$ cat config.mk
export PLATFORM = sky130hd
export DESIGN_NAME = solve_move_replayer_flat
export DESIGN_NICKNAME = d
export VERILOG_FILES = /design/src/rtl/solve_move_replayer_if.sv /design/src/rtl/solve_move_replayer.sv /design/src/flat_wrapper.sv
export SDC_FILE = /design/constraint.sdc
export NUM_CORES = 1
export LEC_CHECK = 0
export ABC_CLOCK_PERIOD_IN_PS = 4570
export BUFFER_PORTS_ARGS = -buffer_cell sky130_fd_sc_hd__buf_2
export CORE_UTILIZATION = 60
export CTS_BUF_LIST = sky130_fd_sc_hd__clkbuf_4
export DETAILED_ROUTE_END_ITERATION = 7
export PLACE_DENSITY = 0.84
export SYNTH_ARGS = -nofsm -noshare
export SYNTH_HDL_FRONTEND = slang
export SYNTH_SLANG_ARGS = --single-unit
$ cat constraint.sdc
create_clock -name clk -period 4.57 [get_ports clk]
set_input_delay 0.457 -clock clk [delete_from_list [all_inputs] [get_ports clk]]
set_output_delay 0.457 -clock clk [all_outputs]
set_load 0.01 [all_outputs]
$ cat src/rtl/solve_move_replayer_if.sv
// solve_move_replayer_if: valid/ready move handshake from the replayer to the puzzle-state logic
interface solve_move_replayer_if #(parameter int MOVE_W = 4);
   logic              move_valid;
   logic [MOVE_W-1:0] move_data;
   logic              move_ready;
   modport master (output move_valid, output move_data, input move_ready);
   modport slave  (input move_valid, input move_data, output move_ready);
endinterface

$ cat src/rtl/solve_move_replayer.sv
// solve_move_replayer: LIFO replay of recorded shuffle moves, inverted, with an audible beep per move
module solve_move_replayer #(
   parameter int DEPTH       = 16,
   parameter int MOVE_W      = 4,
   parameter int TONE_HALF   = 113636,
   parameter int BEEP_CYCLES = 10000000,
   parameter int GAP_CYCLES  = 5000000
) (
   input  logic                       clk,
   input  logic                       rst,
   input  logic                       i_solve_en,
   input  logic                       i_push_valid,
   input  logic [MOVE_W-1:0]          i_push_move,
   input  logic                       i_start,
   solve_move_replayer_if.master      mv,
   output logic                       o_busy,
   output logic                       o_done,
   output logic [$clog2(DEPTH):0]     o_depth,
   output logic                       o_overflow,
   output logic                       o_audio_out,
   output logic                       o_amp_gain,
   output logic                       o_amp_shdn
);
   localparam int AW   = $clog2(DEPTH);
   localparam int DW   = AW + 1;
   localparam int TW   = TONE_HALF > 1 ? $clog2(TONE_HALF) : 1;
   localparam int CMAX = BEEP_CYCLES > GAP_CYCLES ? BEEP_CYCLES : GAP_CYCLES;
   localparam int CW   = CMAX > 1 ? $clog2(CMAX) : 1;
   localparam logic [DW-1:0]     FULL      = DW'(DEPTH);
   localparam logic [TW-1:0]     TONE_LAST = TW'(TONE_HALF - 1);
   localparam logic [CW-1:0]     BEEP_LAST = CW'(BEEP_CYCLES - 1);
   localparam logic [CW-1:0]     GAP_LAST  = CW'(GAP_CYCLES - 1);
   localparam logic [MOVE_W-1:0] DIR       = MOVE_W'(1) << (MOVE_W - 1);
   localparam logic [2:0] S_IDLE    = 3'd0;
   localparam logic [2:0] S_POP     = 3'd1;
   localparam logic [2:0] S_PRESENT = 3'd2;
   localparam logic [2:0] S_BEEP    = 3'd3;
   localparam logic [2:0] S_GAP     = 3'd4;
   localparam logic [2:0] S_DONE    = 3'd5;

   logic [2:0]        r_state;
   logic [DW-1:0]     r_depth;
   logic [MOVE_W-1:0] r_mem [DEPTH];
   logic [MOVE_W-1:0] r_data;
   logic              r_valid, r_overflow, r_audio, r_shdn;
   logic [TW-1:0]     r_tone;
   logic [CW-1:0]     r_cnt;
   logic              w_idle, w_push, w_wr, w_go, w_abort;
   logic [AW-1:0]     w_top;

   assign w_idle  = r_state == S_IDLE;
   assign w_push  = w_idle & ~i_solve_en & i_push_valid;
   assign w_wr    = w_push & (r_depth != FULL);
   assign w_go    = w_idle & i_solve_en & i_start;
   assign w_abort = ~i_solve_en & ~w_idle & (r_state != S_DONE);
   assign w_top   = AW'(r_depth - 1'b1);

   // stack storage; the depth count doubles as the stack pointer
   always_ff @(posedge clk) begin
      if (w_wr) r_mem[r_depth[AW-1:0]] <= i_push_move;
   end

   // record/replay state machine with beep tone and gap timing
   always_ff @(posedge clk or posedge rst) begin
      if (rst) begin
         r_state    <= S_IDLE;
         r_depth    <= '0;
         r_data     <= '0;
         r_valid    <= 1'b0;
         r_overflow <= 1'b0;
         r_audio    <= 1'b0;
         r_shdn     <= 1'b0;
         r_tone     <= '0;
         r_cnt      <= '0;
      end else begin
         r_shdn <= 1'b1;
         if (w_wr) r_depth <= r_depth + 1'b1;
         if (w_push && r_depth == FULL) r_overflow <= 1'b1;
         if (w_go) r_overflow <= 1'b0;
         if (w_abort) begin
            r_state <= S_IDLE;
            r_valid <= 1'b0;
            r_audio <= 1'b0;
         end else begin
            case (r_state)
               S_IDLE: if (w_go) r_state <= r_depth == '0 ? S_DONE : S_POP;
               S_POP: begin
                  r_depth <= r_depth - 1'b1;
                  r_data  <= r_mem[w_top] ^ DIR;
                  r_valid <= 1'b1;
                  r_state <= S_PRESENT;
               end
               S_PRESENT: if (mv.move_ready) begin
                  r_valid <= 1'b0;
                  r_cnt   <= '0;
                  r_tone  <= '0;
                  r_audio <= 1'b1;
                  r_state <= S_BEEP;
               end
               S_BEEP: if (r_cnt == BEEP_LAST) begin
                  r_cnt   <= '0;
                  r_audio <= 1'b0;
                  r_state <= S_GAP;
               end else begin
                  r_cnt   <= r_cnt + 1'b1;
                  r_tone  <= r_tone == TONE_LAST ? '0 : r_tone + 1'b1;
                  r_audio <= r_tone == TONE_LAST ? ~r_audio : r_audio;
               end
               S_GAP: if (r_cnt == GAP_LAST) r_state <= r_depth != '0 ? S_POP : S_DONE;
                      else r_cnt <= r_cnt + 1'b1;
               default: r_state <= S_IDLE;
            endcase
         end
      end
   end

   assign mv.move_valid = r_valid;
   assign mv.move_data  = r_data;
   assign o_busy        = ~w_idle;
   assign o_done        = r_state == S_DONE;
   assign o_depth       = r_depth;
   assign o_overflow    = r_overflow;
   assign o_audio_out   = r_audio;
   assign o_amp_gain    = 1'b1;
   assign o_amp_shdn    = r_shdn;
endmodule

$ cat src/flat_wrapper.sv
// flat-port wrapper written by rule: the top's interface ports become plain ports
module solve_move_replayer_flat 
#(
   parameter int DEPTH       = 16,
   parameter int MOVE_W      = 4,
   parameter int TONE_HALF   = 113636,
   parameter int BEEP_CYCLES = 10000000,
   parameter int GAP_CYCLES  = 5000000
)
  (clk, rst, i_solve_en, i_push_valid, i_push_move, i_start, o_busy, o_done, o_depth, o_overflow, o_audio_out, o_amp_gain, o_amp_shdn, mv_move_valid, mv_move_data, mv_move_ready);
  solve_move_replayer_if #(.MOVE_W(MOVE_W)) mv_i ();
  input  logic clk;
  input  logic rst;
  input  logic i_solve_en;
  input  logic i_push_valid;
  input  logic [MOVE_W-1:0] i_push_move;
  input  logic i_start;
  output logic o_busy;
  output logic o_done;
  output logic [$clog2(DEPTH):0] o_depth;
  output logic o_overflow;
  output logic o_audio_out;
  output logic o_amp_gain;
  output logic o_amp_shdn;
  output wire logic [$bits(mv_i.move_valid)-1:0] mv_move_valid;
  output wire logic [$bits(mv_i.move_data)-1:0] mv_move_data;
  input wire logic [$bits(mv_i.move_ready)-1:0] mv_move_ready;
  assign mv_move_valid = mv_i.move_valid;
  assign mv_move_data = mv_i.move_data;
  assign mv_i.move_ready = mv_move_ready;
  solve_move_replayer #(.DEPTH(DEPTH), .MOVE_W(MOVE_W), .TONE_HALF(TONE_HALF), .BEEP_CYCLES(BEEP_CYCLES), .GAP_CYCLES(GAP_CYCLES)) u_core (.clk(clk), .rst(rst), .i_solve_en(i_solve_en), .i_push_valid(i_push_valid), .i_push_move(i_push_move), .i_start(i_start), .mv(mv_i), .o_busy(o_busy), .o_done(o_done), .o_depth(o_depth), .o_overflow(o_overflow), .o_audio_out(o_audio_out), .o_amp_gain(o_amp_gain), .o_amp_shdn(o_amp_shdn));
endmodule
* Word level (Yosys, flattened, before mapping)
Memories as Yosys holds them, arrays and structs flattened.
Cells that the tools add are included.
Widths: inputs -> output; s select.
** Storage, ports and cells
- Register bits after elaboration :: 57
- Bits in latches :: 0
- Memory bits (writable) :: 64
- ROM bits :: 0
- Input bits :: 10
- Memories kept :: 1
** Memory list
- u_core.r_mem :: depth 16, width 4, rd ports 1, clocked after memory_dff 0, wr ports 1, RTL line solve_move_replayer.sv:43 : logic [MOVE_W-1:0] r_mem [DEPTH];
** Operators by class
- Add/sub/neg operators :: 4
- Multiply operators :: 0
- Divide/modulo/power cells :: 0
- Order comparisons :: 0
- Equality and inequality tests :: 19
- Shift-type cells :: 0
- Mux-type cells :: 31
- Bitwise logic cells :: 12
- Reductions and logical operators :: 15
** Operators by type and width (number)
- $mux 24 :: 3
- $pmux 24 s3 :: 1
- $mux 17 :: 3
- $pmux 17 s2 :: 1
- $add 24x1->24 const B :: 1
- $eq 24x23->1 const B :: 1
- $eq 24x24->1 const B :: 1
- $mux 3 :: 7
- $add 17x1->17 const B :: 1
- $eq 17x17->1 const B :: 1
- $mux 5 :: 3
- $pmux 3 s5 :: 1
- $reduce_and 4->1 :: 3
- $mux 1 :: 10
- $reduce_bool 3->1 :: 3
- $and 1x1->1 :: 7
- $eq 3x2->1 const B :: 2
- $eq 3x3->1 const B :: 2
- $ne 2x2->1 const B :: 3
- $ne 3x1->1 const B :: 2
- $ne 3x3->1 const B :: 2
- $add 5x1->5 const B :: 1
- $eq 5x5->1 const B :: 1
- $logic_not 5->1 :: 1
- 13 further kinds :: 20

* Longest topological paths before layout
- Depth after elaboration :: 7
- Gate-level depth with buffers :: 9

* Worst setup path before layout
Ideal clock, no wire load.
- Kind :: reg-to-reg
- From :: register u_core.r_depth[0], in the netlist u_core.o_depth[0]
- To :: register u_core.r_data[0], in the netlist u_core.mv.move_data[0]
- Arrival :: 2737 ps
- Path slack :: 1707 ps
- Cell stages (with the launch flop) :: 10
- Buffers on the path :: 3
- Clock period less this slack :: 2863 ps
- Path through :: dfrtp_1 clkbuf_1 inv_1 ha_1 clkbuf_1 clkbuf_1 mux4_2 mux2i_1 nor3_1 a221o_1
** On the way
- Cells in the longest elaborated chain, start to end :: 2
** Ends and longest elaborated chain
- start, declared :: RTL line solve_move_replayer.sv:42 : logic [DW-1:0] r_depth;
- start signal, assigned :: RTL line solve_move_replayer.sv:77 : if (w_wr) r_depth <= r_depth + 1'b1;
- start signal, assigned :: RTL line solve_move_replayer.sv:88 : r_depth <= r_depth - 1'b1;
- $sub 5x1->5 :: RTL line solve_move_replayer.sv:56 : assign w_top = AW'(r_depth - 1'b1);
- $mem_v2 16x4
- end signal, assigned :: RTL line solve_move_replayer.sv:89 : r_data <= r_mem[w_top] ^ DIR;
- end, declared :: RTL line solve_move_replayer.sv:44 : logic [MOVE_W-1:0] r_data;
Every way passes these cells.
A chain may end at the register's enable or synchronous reset.

* Worst setup path after layout
- From :: register u_core.r_state[1]
- To :: memory u_core.r_mem[3][2] (enable)
** On the way
- Cells in the longest elaborated chain, start to end :: 6
** Ends and longest elaborated chain
- start, declared :: RTL line solve_move_replayer.sv:41 : logic [2:0] r_state;
- start signal, assigned :: RTL line solve_move_replayer.sv:86 : S_IDLE: if (w_go) r_state <= r_depth == '0 ? S_DONE : S_POP;
- start signal, assigned :: RTL line solve_move_replayer.sv:109 : S_GAP: if (r_cnt == GAP_LAST) r_state <= r_depth != '0 ? S_POP : S_DONE;
- $logic_not 3->1 :: RTL line solve_move_replayer.sv:51 : assign w_idle = r_state == S_IDLE;
- $and 1x1->1 (2 in a row) :: RTL line solve_move_replayer.sv:52 : assign w_push = w_idle & ~i_solve_en & i_push_valid;
- $and 1x1->1 :: RTL line solve_move_replayer.sv:53 : assign w_wr = w_push & (r_depth != FULL);
- $mux 1 :: RTL line solve_move_replayer.sv:60 : if (w_wr) r_mem[r_depth[AW-1:0]] <= i_push_move;
- $mux 1 (implied by the code) :: RTL line solve_move_replayer.sv:60
- end, declared :: RTL line solve_move_replayer.sv:43
Every way passes these cells.

==> flow_summary.toml <==
[power]
seqPwrFrac = 0.441
finalPower_mw = 3.23
intPower_mw = 2.04
power_frac_comb = 0.348
p_sw_frac = 0.368
p_leak_nw = 2.41
pwr-share-clk = 0.211
vdd_ir_drop_max_mv = 0.239
p_sw_mw = 1.19
p_per_area_nw_per_um2 = 499

[global_routing]
grt_max_degree = 58
grt_pass1_wl_um = 21400
grt_pass1_vias = 4060
grt_overflow = 0
antenna_found_initial = 0
track_usage = 0.277

[die]
start_util = 0.618
dieArea_um2 = 10400
core.rowCount = 36
die_h_um = 102
io_pins = 26
die_w_um = 102
coreArea_um2 = 9730

[critical_path]
crit_slowest_cell = "dfrtp_1"
worst-path-buf-inv = 1
crit_top_cell = "nor3_1"
rrSetupSlack_ns = 1.84
crit_path_end_kind = "flop"
worstPathRequired_ns = 4.72
path_cells = "nor3_1, inv_1, nor4b_4, nand2_1, nor3_1"
critPathKind = "flop to flop"
max_stage_delay_ns = 0.53
critical-path-top-delay-family = "simple AND/OR/NAND/NOR gates"
critPathLaunchType = "flop"
arrival_ns = 2.88
worstPathMaxFanout = 14

[yosys]
synth-edff-count = 64
yosys.area.top_type = "edfxtp_1"
ys_async_sr_fraction = 0.471
synth_area_um2 = 6020
synth.area.top_cells = "edfxtp_1 (32%), dfrtp_1 (24%), mux4_2 (6.0%)"
synth-main-ff-cell = "edfxtp_1"
syn_inst = 514
synth_top_cell_area_share = 0.319
synth-seq-cells = 121
yosysWarnings = 0
yosysSeqAreaShare = 0.556
syn_area_per_cell_um2 = 11.7
synth.distinct_cells = 62

[place]
dp_cells = 649
pre_cts_ws_ns = 1.89
gp_congestion = 0.961
hpwl_um = 9270
io_buffers = 24

[detailed_routing]
viasPerCell = 6.55
drc = 0
first_pass_iters = 6
wl_per_cell_um = 19.7
num_vias = 4458
ant_nets = 0
drt-total-wl_um = 13400
drt-initial-drc-count = 586

[layout]
final_nets = 552
drive_gt1_frac = 0.170
insertedDiodeCount = 0
area_growth_pct = 7.55
instances_no_fill = 681

[sta]
slew_headroom = 0.382
rsz0062_at_grt = "false"
hold_violations = 0
drv_slew = 0
layout_setup_ws_ns = 1.84
skew_ns = 0.0118
fin_crit_sh = 0.598
max_slew.worst_pin.slew_ns = 0.924
setup_viol = 0
setup_tns_ns = 0
fmax_mhz = 366
period_needed_ns = 2.73

[worst_hold_path]
min-delay-path-class = "input port to async pin"

[clocking]
cts_setup_buffers = 0
clk_pin_slew_ns = 0.11
cts_root_buffer = "clkbuf_4"
clock_latency_ns = 0.51
cts_resized = 0
htree_levels = 4
cts_tree = "built"
clk_path_buf_depth = 2
cts-hold-fix-buffers = 0
numCtsBuffers = 17
cts.sinks = 121

[run]
max_cap_violations = 0

[outcome]
outcome = "finished clean"
==> cells in the mapped netlist, drive strengths merged, types with 3 or more instances <==
| cell | instances |
|---|---|
| or4 | 4 |
| a31oi | 4 |
| o31ai | 8 |
| dfrtp | 57 |
| a22oi | 3 |
| edfxtp | 64 |
| nand2 | 33 |
| o21ai | 22 |
| buf | 7 |
| a21oi | 19 |
| nor2b | 5 |
| o22ai | 4 |
| mux2 | 4 |
| or2 | 4 |
| o311ai | 4 |
| nand2b | 4 |
| nand4 | 9 |
| nor4 | 15 |
| ha | 7 |
| mux4 | 16 |
| inv | 18 |
| nand3 | 29 |
| mux2i | 5 |
| and3 | 7 |
| xnor2 | 6 |
| a22o | 11 |
| nor2 | 44 |
| or3 | 6 |
| a211oi | 6 |
| nor3b | 3 |
| a221o | 7 |
| xor2 | 4 |
| nor4bb | 3 |
| nor3 | 21 |
| a21o | 3 |
| clkbuf | 19 |
==> power groups by stage <==
stage	clock (mW)	sequential [mW]	combinational [mW]
4_1_cts	0.693	1.42	1.12
2_1_floorplan	0	1.39	0.845
3_3_place_gp	0	1.44	1.07
5_1_grt	0.738	1.44	1.21
3_5_place_dp	0	1.44	1.11
6_report	0.681	1.42	1.12
==> stage by stage <==
stage / hold WS [ns] / area, µm² / utilization
floorplan: 0.488 / 6020 / -
global placement: 0.508 / 6220 / 0.639
detailed placement: 0.516 / 6220 / 0.639
CTS: 0.149 / 6470 / 0.665
global route: 0.163 / 6470 / 0.665
finish: 0.155 / 6470 / 0.665
==> worst min-delay path: stages <==
cell and delay (ns):
buf_2 0.10, inv_2 0.03, buf_4 0.58
==> worst paths after layout <==
| kind | start | to | cells after the start |
|---|---|---|---|
| setup / recovery | u_core.r_state[1] | u_core.r_mem[3][2] | 5 |
| hold / removal | rst | u_core.r_cnt[16] | 3 |
| setup reg to reg | u_core.r_state[1] | u_core.r_mem[3][2] | 5 |
| hold reg to reg | u_core.o_depth[4] | u_core.o_depth[4] | 1 |
| max in group asynchronous | rst | u_core.r_cnt[7] | 3 |
| min in group clk | i_start | u_core.o_overflow | 4 |
==> metal layers <==
layer | up-vias | track usage | share of wire
met5 | - | 0 | 0
met1 | 2209 | 0.397 | 0.44
met3 | 31 | 0.0855 | 0.074
met2 | 187 | 0.402 | 0.46
met4 | 0 | 0.0978 | 0.019
li1 | 2031 | - | -
==> kinds of logic (layout without fill, tap and decap cells) <==
family / after synthesis / after routing / synth area share
AND/OR/NAND/NOR: 199 / 199 / 0.180
flip-flops: 121 / 121 / 0.556
AO/OA/AOI/OAI: 107 / 107 / 0.128
buffers and inverters: 44 / 77 / 0.0297
multiplexers: 25 / 25 / 0.0757
XOR/XNOR: 10 / 10 / 0.0146
adder cells (fa/ha/maj): 7 / 7 / 0.0146
other: 1 / 2 / 0.000623
==> sequential cells by signal, summed over array words and instances (netlist names) <==
signal                cells
u_core.r_mem             64
u_core.r_cnt             24
u_core.r_tone            17
u_core.o_depth            5
u_core.mv.move_data       4
u_core.r_state            3
u_core.mv.move_valid      1
u_core.o_amp_shdn         1
u_core.o_audio_out        1
u_core.o_overflow         1
==> placed cells by master (no fill, tap or decap), drive strengths merged, types with 6 or more instances in the layout <==
cell type,n
xnor2,6
dfrtp,57
a211oi,6
nand4,9
nor4,15
ha,7
a21oi,19
or3,6
buf,27
inv,19
nor3,21
edfxtp,64
nand2,33
mux4,16
clkbuf,20
nand3,29
a221o,7
nor2,44
a22o,11
o31ai,8
and3,7
o21ai,22
==> area by class of cell <==
class	instances	area (µm²)
timing repair buffer	27	143
sequential	121	3350
clock inverter	12	103
inverter	18	67.6
multi-input combinational	350	2490
tap	133	166
clock buffer	20	150
fill	741	3260
Power figures use the tool's default switching activity.
